<file path="src/rtl/alu_share_ctrl_if.sv">
// rtl/alu_share_ctrl_if.sv - request, response, shared-ALU and condition-code bundle
interface alu_share_ctrl_if #(
   parameter int WIDTH = 64
);
   logic [1:0]         req_valid;
   logic [1:0]         req_ready;
   logic [3:0]         req_fn;
   logic [2*WIDTH-1:0] req_a;
   logic [2*WIDTH-1:0] req_b;
   logic               req0_set_cc;
   logic [1:0]         alu_fn;
   logic [WIDTH-1:0]   alu_a;
   logic [WIDTH-1:0]   alu_b;
   logic [WIDTH-1:0]   alu_y;
   logic               alu_of;
   logic               rsp_valid;
   logic               rsp_ready;
   logic               rsp_id;
   logic [WIDTH-1:0]   rsp_y;
   logic               zf;
   logic               sf;
   logic               of;
   logic               busy;

   modport slave (
      input  req_valid, req_fn, req_a, req_b, req0_set_cc, alu_y, alu_of, rsp_ready,
      output req_ready, alu_fn, alu_a, alu_b, rsp_valid, rsp_id, rsp_y, zf, sf, of, busy
   );

   modport master (
      output req_valid, req_fn, req_a, req_b, req0_set_cc, alu_y, alu_of, rsp_ready,
      input  req_ready, alu_fn, alu_a, alu_b, rsp_valid, rsp_id, rsp_y, zf, sf, of, busy
   );
endinterface

</file>
<file path="src/rtl/alu_share_ctrl.sv">
// rtl/alu_share_ctrl.sv - round-robin sharing of one ALU between two requesters
module alu_share_ctrl #(
   parameter int WIDTH = 64
) (
   input logic            clk,
   input logic            rst,
   alu_share_ctrl_if.slave bus
);
   typedef enum logic [1:0] {IDLE, EXEC, RESP} state_t;

   localparam logic [1:0] FN_ADD = 2'd0;
   localparam logic [1:0] FN_SUB = 2'd1;

   state_t             state_q, state_d;
   logic               rr_last_q, rr_last_d;
   logic [1:0]         fn_q, fn_d;
   logic [WIDTH-1:0]   a_q, a_d;
   logic [WIDTH-1:0]   b_q, b_d;
   logic               id_q, id_d;
   logic               set_cc_q, set_cc_d;
   logic               rsp_valid_q, rsp_valid_d;
   logic               rsp_id_q, rsp_id_d;
   logic [WIDTH-1:0]   rsp_y_q, rsp_y_d;
   logic               zf_q, zf_d;
   logic               sf_q, sf_d;
   logic               of_q, of_d;
   logic [1:0]         req_ready_c;
   logic               grant_id;

   always_comb begin
      state_d     = state_q;
      rr_last_d   = rr_last_q;
      fn_d        = fn_q;
      a_d         = a_q;
      b_d         = b_q;
      id_d        = id_q;
      set_cc_d    = set_cc_q;
      rsp_valid_d = rsp_valid_q;
      rsp_id_d    = rsp_id_q;
      rsp_y_d     = rsp_y_q;
      zf_d        = zf_q;
      sf_d        = sf_q;
      of_d        = of_q;
      req_ready_c = 2'b00;
      grant_id    = 1'b0;
      case (state_q)
         IDLE: begin
            if (bus.req_valid != 2'b00) begin
               // With both valid, the requester not served last time wins.
               grant_id    = (bus.req_valid == 2'b11) ? ~rr_last_q : bus.req_valid[1];
               req_ready_c = grant_id ? 2'b10 : 2'b01;
               fn_d        = grant_id ? bus.req_fn[3:2] : bus.req_fn[1:0];
               a_d         = grant_id ? bus.req_a[2*WIDTH-1:WIDTH] : bus.req_a[WIDTH-1:0];
               b_d         = grant_id ? bus.req_b[2*WIDTH-1:WIDTH] : bus.req_b[WIDTH-1:0];
               id_d        = grant_id;
               set_cc_d    = ~grant_id & bus.req0_set_cc;
               rr_last_d   = grant_id;
               state_d     = EXEC;
            end
         end
         EXEC: begin
            rsp_y_d     = bus.alu_y;
            rsp_id_d    = id_q;
            rsp_valid_d = 1'b1;
            if (set_cc_q) begin
               zf_d = (bus.alu_y == '0);
               sf_d = bus.alu_y[WIDTH-1];
               // Logical ops always clear OF whatever the ALU reports.
               of_d = ((fn_q == FN_ADD) || (fn_q == FN_SUB)) ? bus.alu_of : 1'b0;
            end
            state_d = RESP;
         end
         RESP: begin
            if (bus.rsp_ready) begin
               rsp_valid_d = 1'b0;
               state_d     = IDLE;
            end
         end
         default: state_d = IDLE;
      endcase
   end

   always_ff @(posedge clk or posedge rst) begin
      if (rst) begin
         state_q     <= IDLE;
         rr_last_q   <= 1'b1;
         fn_q        <= '0;
         a_q         <= '0;
         b_q         <= '0;
         id_q        <= 1'b0;
         set_cc_q    <= 1'b0;
         rsp_valid_q <= 1'b0;
         rsp_id_q    <= 1'b0;
         rsp_y_q     <= '0;
         zf_q        <= 1'b1;
         sf_q        <= 1'b0;
         of_q        <= 1'b0;
      end else begin
         state_q     <= state_d;
         rr_last_q   <= rr_last_d;
         fn_q        <= fn_d;
         a_q         <= a_d;
         b_q         <= b_d;
         id_q        <= id_d;
         set_cc_q    <= set_cc_d;
         rsp_valid_q <= rsp_valid_d;
         rsp_id_q    <= rsp_id_d;
         rsp_y_q     <= rsp_y_d;
         zf_q        <= zf_d;
         sf_q        <= sf_d;
         of_q        <= of_d;
      end
   end

   // Reset masks the grant so a request coinciding with reset is never accepted.
   assign bus.req_ready = rst ? 2'b00 : req_ready_c;
   assign bus.busy      = (state_q != IDLE);
   assign bus.alu_fn    = fn_q;
   assign bus.alu_a     = a_q;
   assign bus.alu_b     = b_q;
   assign bus.rsp_valid = rsp_valid_q;
   assign bus.rsp_id    = rsp_id_q;
   assign bus.rsp_y     = rsp_y_q;
   assign bus.zf        = zf_q;
   assign bus.sf        = sf_q;
   assign bus.of        = of_q;
endmodule

</file>
<file path="src/flat_wrapper.sv">
// flat-port wrapper written by rule: the top's interface ports become plain ports
module alu_share_ctrl_flat 
#(
   parameter int WIDTH = 64
)
  (clk, rst, bus_req_valid, bus_req_fn, bus_req_a, bus_req_b, bus_req0_set_cc, bus_alu_y, bus_alu_of, bus_rsp_ready, bus_req_ready, bus_alu_fn, bus_alu_a, bus_alu_b, bus_rsp_valid, bus_rsp_id, bus_rsp_y, bus_zf, bus_sf, bus_of, bus_busy);
  alu_share_ctrl_if #(.WIDTH(WIDTH)) bus_i ();
  input logic clk;
  input logic rst;
  input wire logic [$bits(bus_i.req_valid)-1:0] bus_req_valid;
  input wire logic [$bits(bus_i.req_fn)-1:0] bus_req_fn;
  input wire logic [$bits(bus_i.req_a)-1:0] bus_req_a;
  input wire logic [$bits(bus_i.req_b)-1:0] bus_req_b;
  input wire logic [$bits(bus_i.req0_set_cc)-1:0] bus_req0_set_cc;
  input wire logic [$bits(bus_i.alu_y)-1:0] bus_alu_y;
  input wire logic [$bits(bus_i.alu_of)-1:0] bus_alu_of;
  input wire logic [$bits(bus_i.rsp_ready)-1:0] bus_rsp_ready;
  output wire logic [$bits(bus_i.req_ready)-1:0] bus_req_ready;
  output wire logic [$bits(bus_i.alu_fn)-1:0] bus_alu_fn;
  output wire logic [$bits(bus_i.alu_a)-1:0] bus_alu_a;
  output wire logic [$bits(bus_i.alu_b)-1:0] bus_alu_b;
  output wire logic [$bits(bus_i.rsp_valid)-1:0] bus_rsp_valid;
  output wire logic [$bits(bus_i.rsp_id)-1:0] bus_rsp_id;
  output wire logic [$bits(bus_i.rsp_y)-1:0] bus_rsp_y;
  output wire logic [$bits(bus_i.zf)-1:0] bus_zf;
  output wire logic [$bits(bus_i.sf)-1:0] bus_sf;
  output wire logic [$bits(bus_i.of)-1:0] bus_of;
  output wire logic [$bits(bus_i.busy)-1:0] bus_busy;
  assign bus_i.req_valid = bus_req_valid;
  assign bus_i.req_fn = bus_req_fn;
  assign bus_i.req_a = bus_req_a;
  assign bus_i.req_b = bus_req_b;
  assign bus_i.req0_set_cc = bus_req0_set_cc;
  assign bus_i.alu_y = bus_alu_y;
  assign bus_i.alu_of = bus_alu_of;
  assign bus_i.rsp_ready = bus_rsp_ready;
  assign bus_req_ready = bus_i.req_ready;
  assign bus_alu_fn = bus_i.alu_fn;
  assign bus_alu_a = bus_i.alu_a;
  assign bus_alu_b = bus_i.alu_b;
  assign bus_rsp_valid = bus_i.rsp_valid;
  assign bus_rsp_id = bus_i.rsp_id;
  assign bus_rsp_y = bus_i.rsp_y;
  assign bus_zf = bus_i.zf;
  assign bus_sf = bus_i.sf;
  assign bus_of = bus_i.of;
  assign bus_busy = bus_i.busy;
  alu_share_ctrl #(.WIDTH(WIDTH)) u_core (.clk(clk), .rst(rst), .bus(bus_i));
endmodule
</file>
<file path="config.mk">
export PLATFORM = sky130hd
export DESIGN_NAME = alu_share_ctrl_flat
export DESIGN_NICKNAME = d
export VERILOG_FILES = /design/src/rtl/alu_share_ctrl_if.sv /design/src/rtl/alu_share_ctrl.sv /design/src/flat_wrapper.sv
export SDC_FILE = /design/constraint.sdc
export NUM_CORES = 1
export LEC_CHECK = 0
export CORE_AREA = 5 5 205 207
export DETAILED_ROUTE_END_ITERATION = 8
export DIE_AREA = 0 0 210 212
export PLACE_DENSITY = 0.6
export SLEW_MARGIN = 20
export SYNTH_ARGS = -nofsm -noshare
export SYNTH_HDL_FRONTEND = slang
export SYNTH_SLANG_ARGS = --single-unit
</file>
<file path="constraint.sdc">
create_clock -name clk -period 11 [get_ports clk]
set_input_delay 2.2 -clock clk [delete_from_list [all_inputs] [get_ports clk]]
set_output_delay 2.2 -clock clk [all_outputs]
set_load 0.02 [all_outputs]
</file>
## After elaboration in Yosys (flattened, before gate mapping)

Cells that the tools add are included.

- Equal/unequal tests: 6
- Muxes and demuxes: 14
- Bitwise logic cells: 3
- Reductions and logical operators: 11

Operators with widths:

| operator | number |
|---|---|
| $mux W64 | 2 |
| $logic_not A64 Y1 | 1 |
| $mux W2 | 7 |
| $reduce_and A2 Y1 | 4 |
| $pmux W2 S3 | 1 |
| $reduce_bool A2 Y1 | 3 |
| $eq A2 B1 Y1 const B | 2 |
| $eq A2 B2 Y1 const B | 2 |
| $logic_not A2 Y1 | 2 |
| $mux W1 | 3 |
| $ne A2 B1 Y1 const B | 1 |
| $ne A2 B2 Y1 const B | 1 |
| $not A1 Y1 | 2 |
| $pmux W1 S2 | 1 |
| $and A1 B1 Y1 | 1 |
| $logic_or A1 B1 Y1 | 1 |

- Bits in registers: 204
- Output and inout port bits: 202

## Depth between registers and ports, before layout

- Word-level depth: 6
- Mapped depth: 7
- Mapped depth without buffers: 4

## Least setup slack after synthesis

Ideal clock, no wire load.

- Kind: input to output
- Start point: in bus_req_valid[0]
- End point: out bus_req_ready[0]
- Arrival: 3.114 ns
- Setup slack: 5.686 ns
- Cell stages on the path: 4
- Path buffers: 2
- Cell sequence: o21ai_2 > buf_4 > clkbuf_1 > nor3_1

- Word-level cells in the longest chain between the ends: 6
- Elaborated cells on any way between the ends: 7
- Classes of those cells: 1 x eq/ne; 5 x mux; 1 x reduce/logical

Ends and longest elaborated chain:

| what | RTL line | text |
|---|---|---|
| from (decl) | flat_wrapper.sv:10 | `input wire logic [$bits(bus_i.req_valid)-1:0] bus_req_valid;` |
| $eq A2 B2 Y1 | alu_share_ctrl.sv:50 | `grant_id = (bus.req_valid == 2'b11) ? ~rr_last_q : bus.req_valid[1];` |
| $mux W1 | alu_share_ctrl.sv:50 |  |
| $mux W2 | alu_share_ctrl.sv:51 | `req_ready_c = grant_id ? 2'b10 : 2'b01;` |
| $mux W2 (*) | alu_share_ctrl.sv:48 | `if (bus.req_valid != 2'b00) begin` |
| $mux W2 (*) | alu_share_ctrl.sv:46 | `case (state_q)` |
| $mux W2 (*) | alu_share_ctrl.sv:116 | `assign bus.req_ready = rst ? 2'b00 : req_ready_c;` |
| to (decl) | flat_wrapper.sv:18 | `output wire logic [$bits(bus_i.req_ready)-1:0] bus_req_ready;` |

Mark *: on every way between the ends. The rest lies on a longest branch, timed or not.

## Worst setup path after layout

- Start point: in bus_req_valid[1]
- End point: out bus_req_ready[0]

The elaborated chain is that of the path after synthesis.

==> Implementation_results.wiki <==
{| class="wikitable"
! Metric !! Value
|-
| Final period util || 58.8%
|-
| Number of buffers inserted to repair setup after CTS || 0
|-
| Synthesized cell area || slightly below 9000 um2
|-
| Crit Reg-Reg Endpoint || u_core.bus.alu_b[21]$_DFFE_PP0P_
|-
| Proportion of synthesized chip area in sequential cells || between 50 and 60%
|-
| DRT Pass-1 Iters || 4
|-
| Switching share of power || 37.5%
|-
| Synthesized area per cell || 11.7 um2
|-
| Master of the slowest instance on the critical path || sky130_fd_sc_hd__clkdlybuf4s50_1
|-
| Final Wtd Congestion || 0.885
|-
| Relative slew margins || roughly two fifths
|-
| FF-to-FF path depth || 7
|-
| Number of distinct standard cells referenced by the synthesized netlist || 26
|-
| Area after detailed placement || 14,700 um2
|-
| Areal power density over the cells || 280 nW/um2
|-
| Share of synthesized flip-flops with an asynchronous set or reset || 100%
|-
| Largest net degree at the start of global routing || 98
|-
| 1st-iter DRT viols || 301
|-
| Largest clock skew in the final design || between 0.015 and 0.02 ns
|-
| Fraction of layout instances using a drive strength above 1 || 9.49%
|-
| Initial Utilization || 22.2%
|-
| Final Routed Wirelength || 32,400 um
|-
| Critical path launch point || bus_req_valid[1]
|-
| Worst path bufs/invs || 3
|-
| Buffers on Ports || between 500 and 600
|-
| Status || completed
|-
| Synthesized net count || 1,093
|-
| Cell Rows || 74
|-
| Antenna violations before repair || 1
|-
| Number of flops mapped to enable cells by yosys || 0
|-
| Clock tree from TritonCTS || built
|-
| Remaining antenna violation count || 0
|-
| Startpoint of the worst register-to-register path || u_core.state_q[0]$_DFFE_PP0P_
|-
| Switching power || 1.63 mW
|-
| Clock power share || 19.9%
|-
| Cts hold-fix bufs || 0
|-
| Max Buffers Root-to-Sink || 3
|-
| Via-to-Cell Ratio || around 4.2
|-
| Data required time of the worst path || 8.80 ns
|-
| Proportion of power drawn by combinational gates || around half
|-
| Area growth from synthesis to layout || 74.4%
|-
| Cells taking the most area after synthesis || sky130_fd_sc_hd__dfrtp_1 (57%), sky130_fd_sc_hd__mux2i_1 (15%), sky130_fd_sc_hd__mux2_2 (8.2%), sky130_fd_sc_hd__nand2_1 (5.7%), sky130_fd_sc_hd__o21ai_1 (3.9%)
|-
| Total global routing track utilization || 13.7%
|-
| Final hold viol count || 0
|-
| Top achievable clock speed || 0.155 GHz
|-
| Non-Filler Cell Area, Final || approximately 16,000 um2
|-
| Capturing element type of the critical path || primary output
|-
| Highest ir drop seen on vdd || 0.130 mV
|-
| Setup CP Type || primary input to primary output
|-
| Most used flip-flop cell after synthesis || sky130_fd_sc_hd__dfrtp_1
|-
| Number of warnings issued by yosys || 0
|-
| Global-route wire length before repair || 48,100 um
|-
| Area of the core || 40,200 um2
|-
| Die Span X || about 210 um
|-
| Total congestion overflow after global routing || 0
|-
| Pint || 2.72 mW
|-
| Number of cells on the critical path || 5
|-
| Top Family by Delay on Critical Path || buffers and inverters
|-
| Source-to-sink clock delay at the later pin of the worst-skew pair || between 0.5 and 0.6 ns
|-
| Nets || 1,609
|-
| Routed via count || 7,614
|-
| Min-Delay Path Class || flip-flop to flip-flop
|-
| Max-cap violations || 0
|-
| Unrepaired setup endpoints after global routing || no
|-
| Relative contribution of sequential cells to total power || 30.6%
|-
| Time the worst path needs with I/O delays and setup || ~6.5 ns
|-
| TritonCTS buffer count || 25
|-
| CTS HTree Levels || 1
|-
| Critical path fanouts, max || 37
|-
| Critical path destination || bus_req_ready[0]
|-
| Area of the die || 44,500 um2
|-
| DR DRC count || 0
|-
| Die extent in y || 212 um
|-
| Top post-synthesis cells by count || sky130_fd_sc_hd__dfrtp_1 (202), sky130_fd_sc_hd__nand2_1 (136), sky130_fd_sc_hd__mux2i_1 (130), sky130_fd_sc_hd__o21ai_1 (70), sky130_fd_sc_hd__mux2_2 (65)
|-
| Worst-case register-to-register setup slack || 7.70 ns
|-
| # IOs || 533
|-
| Mapped Cells || 762
|-
| CTS resizes || 0
|-
| Cell-by-cell trace of the critical path || clkdlybuf4s50_1, a21boi_4, buf_4, nor3_1, clkdlybuf4s50_1
|-
| Worst Tran Pin Value || 0.884 ns
|-
| Post-detailed-route wirelength per cell || 17.7 um
|-
| Arrival @ worst endpoint || 4.27 ns
|-
| Share of the synthesized area in the top cell type || 56.7%
|-
| Final-layout setup total negative slack || 0 ns
|-
| CP most frequent cell || sky130_fd_sc_hd__clkdlybuf4s50_1
|-
| Vias in the first global route || a little over 8,000
|-
| Cell type with the highest aggregate area in the netlist || sky130_fd_sc_hd__dfrtp_1
|-
| Startpoint class of the critical path || primary input
|-
| Clock slew seen by the registers of the worst setup and hold paths || 0.05 ns
|-
| Placed wire-length estimate after detailed placement || 25,800 um
|-
| CP max stage delay || 0.62 ns
|-
| Number of synthesized register bits || 204
|-
| Cell with the most instances after synthesis || sky130_fd_sc_hd__dfrtp_1
|-
| Clock net sink count || 204
|-
| Static leakage power || 6.44 nW
|-
| Clock root buffer || sky130_fd_sc_hd__clkbuf_16
|-
| Total count of max-transition violations in the final report || 0
|-
| Setup violations, final || 0
|}
[worst min-delay path, delay by kind of cell (launching register included)]
kind / cells / cell delay, ns
AOI/OAI and AO/OA: 1 / 0.06
DFF: 1 / 0.34
and+or+nand+nor: 1 / 0.04
[registers in the layout, summed over array words and instances (netlist names), 2 cells and up]
signal / count
u_core.bus.alu_a: 64
u_core.bus.alu_b: 64
u_core.bus.alu_fn: 2
u_core.bus.rsp_y: 64
u_core.state_q: 2
[cells by family (layout without fill, tap and decap cells)]
group           Yosys count  count (layout)  share of synthesized area, %
simple gates            166             166                          7.73
compound gates          141             141                          8.08
mux                     195             195                          22.8
buf+inv                  56             590                          4.08
other cells               0               1                             0
flops                   204             204                          57.3
[layer usage]
metal	global-route usage, %	vias up	share of wire (%)
met5	0	-	0
met4	4.30	0	2.7
met3	3.66	48	7.6
met2	23.8	320	50
met1	16.7	3535	40
li1	-	3711	-
[cells in the final DEF (no fill, tap or decap), types with 3 or more instances in the layout]
| master | n |
|---|---|
| sky130_fd_sc_hd__clkdlybuf4s50_1 | 532 |
| sky130_fd_sc_hd__dfrtp_1 | 202 |
| sky130_fd_sc_hd__nand2_1 | 136 |
| sky130_fd_sc_hd__mux2i_1 | 130 |
| sky130_fd_sc_hd__o21ai_1 | 70 |
| sky130_fd_sc_hd__mux2_2 | 65 |
| sky130_fd_sc_hd__o21ai_0 | 64 |
| sky130_fd_sc_hd__clkbuf_16 | 25 |
| sky130_fd_sc_hd__nor4_1 | 15 |
| sky130_fd_sc_hd__clkbuf_8 | 10 |
| sky130_fd_sc_hd__buf_4 | 7 |
| sky130_fd_sc_hd__clkinv_2 | 5 |
| sky130_fd_sc_hd__inv_1 | 4 |
| sky130_fd_sc_hd__nor2_1 | 4 |
| sky130_fd_sc_hd__nand4_1 | 3 |
| sky130_fd_sc_hd__bufinv_16 | 3 |
[final cells by class]
class	instances	area, um2
clock buffer	37	771
antenna	1	2.50
sequential	204	5110
inverter	5	26.3
timing repair buffer	540	5400
multi-input combinational	502	3460
tap	532	666
fill	3948	24600
clock inverter	8	115
[power groups by stage]
stage          Clock (mW)  Combinational [mW]  Sequential, mW
2_1_floorplan           0               0.688            1.77
3_3_place_gp            0                2.18            1.33
3_5_place_dp            0                2.20            1.34
4_1_cts             0.897                2.20            1.34
5_1_grt             0.922                2.32            1.38
6_report            0.866                2.16            1.33
[how the worst min path moves through the flow]
stage / startpoint / end / slack [ns] / cells after the start
floorplan: u_core.set_cc_q$_DFFE_PP0P_ / u_core.set_cc_q$_DFFE_PP0P_ / 0.47 / 1
global placement: u_core.bus.alu_a[53]$_DFFE_PP0P_ / u_core.bus.alu_a[53]$_DFFE_PP0P_ / 0.46 / 2
detailed placement: u_core.bus.alu_a[10]$_DFFE_PP0P_ / u_core.bus.alu_a[10]$_DFFE_PP0P_ / 0.47 / 2
CTS: u_core.bus.alu_a[53]$_DFFE_PP0P_ / u_core.bus.alu_a[53]$_DFFE_PP0P_ / 0.48 / 2
global route: u_core.bus.alu_a[41]$_DFFE_PP0P_ / u_core.bus.alu_a[41]$_DFFE_PP0P_ / 0.50 / 2
finish: u_core.bus.alu_a[53]$_DFFE_PP0P_ / u_core.bus.alu_a[53]$_DFFE_PP0P_ / 0.48 / 2
[stage by stage]
stage	util [%]	total power, mW	std cells	setup WS (ns)	hold WS (ns)
4_1_cts	38.7	4.43	1828	4.52	0.482
5_1_grt	38.7	4.62	1829	4.42	0.499
3_5_place_dp	36.5	3.54	1783	4.51	0.470
2_1_floorplan	-	2.46	762	3.24	0.473
6_report	38.7	4.35	1829	4.53	0.478
3_3_place_gp	36.5	3.51	1783	4.55	0.461
(Power assumes the default switching activity.)
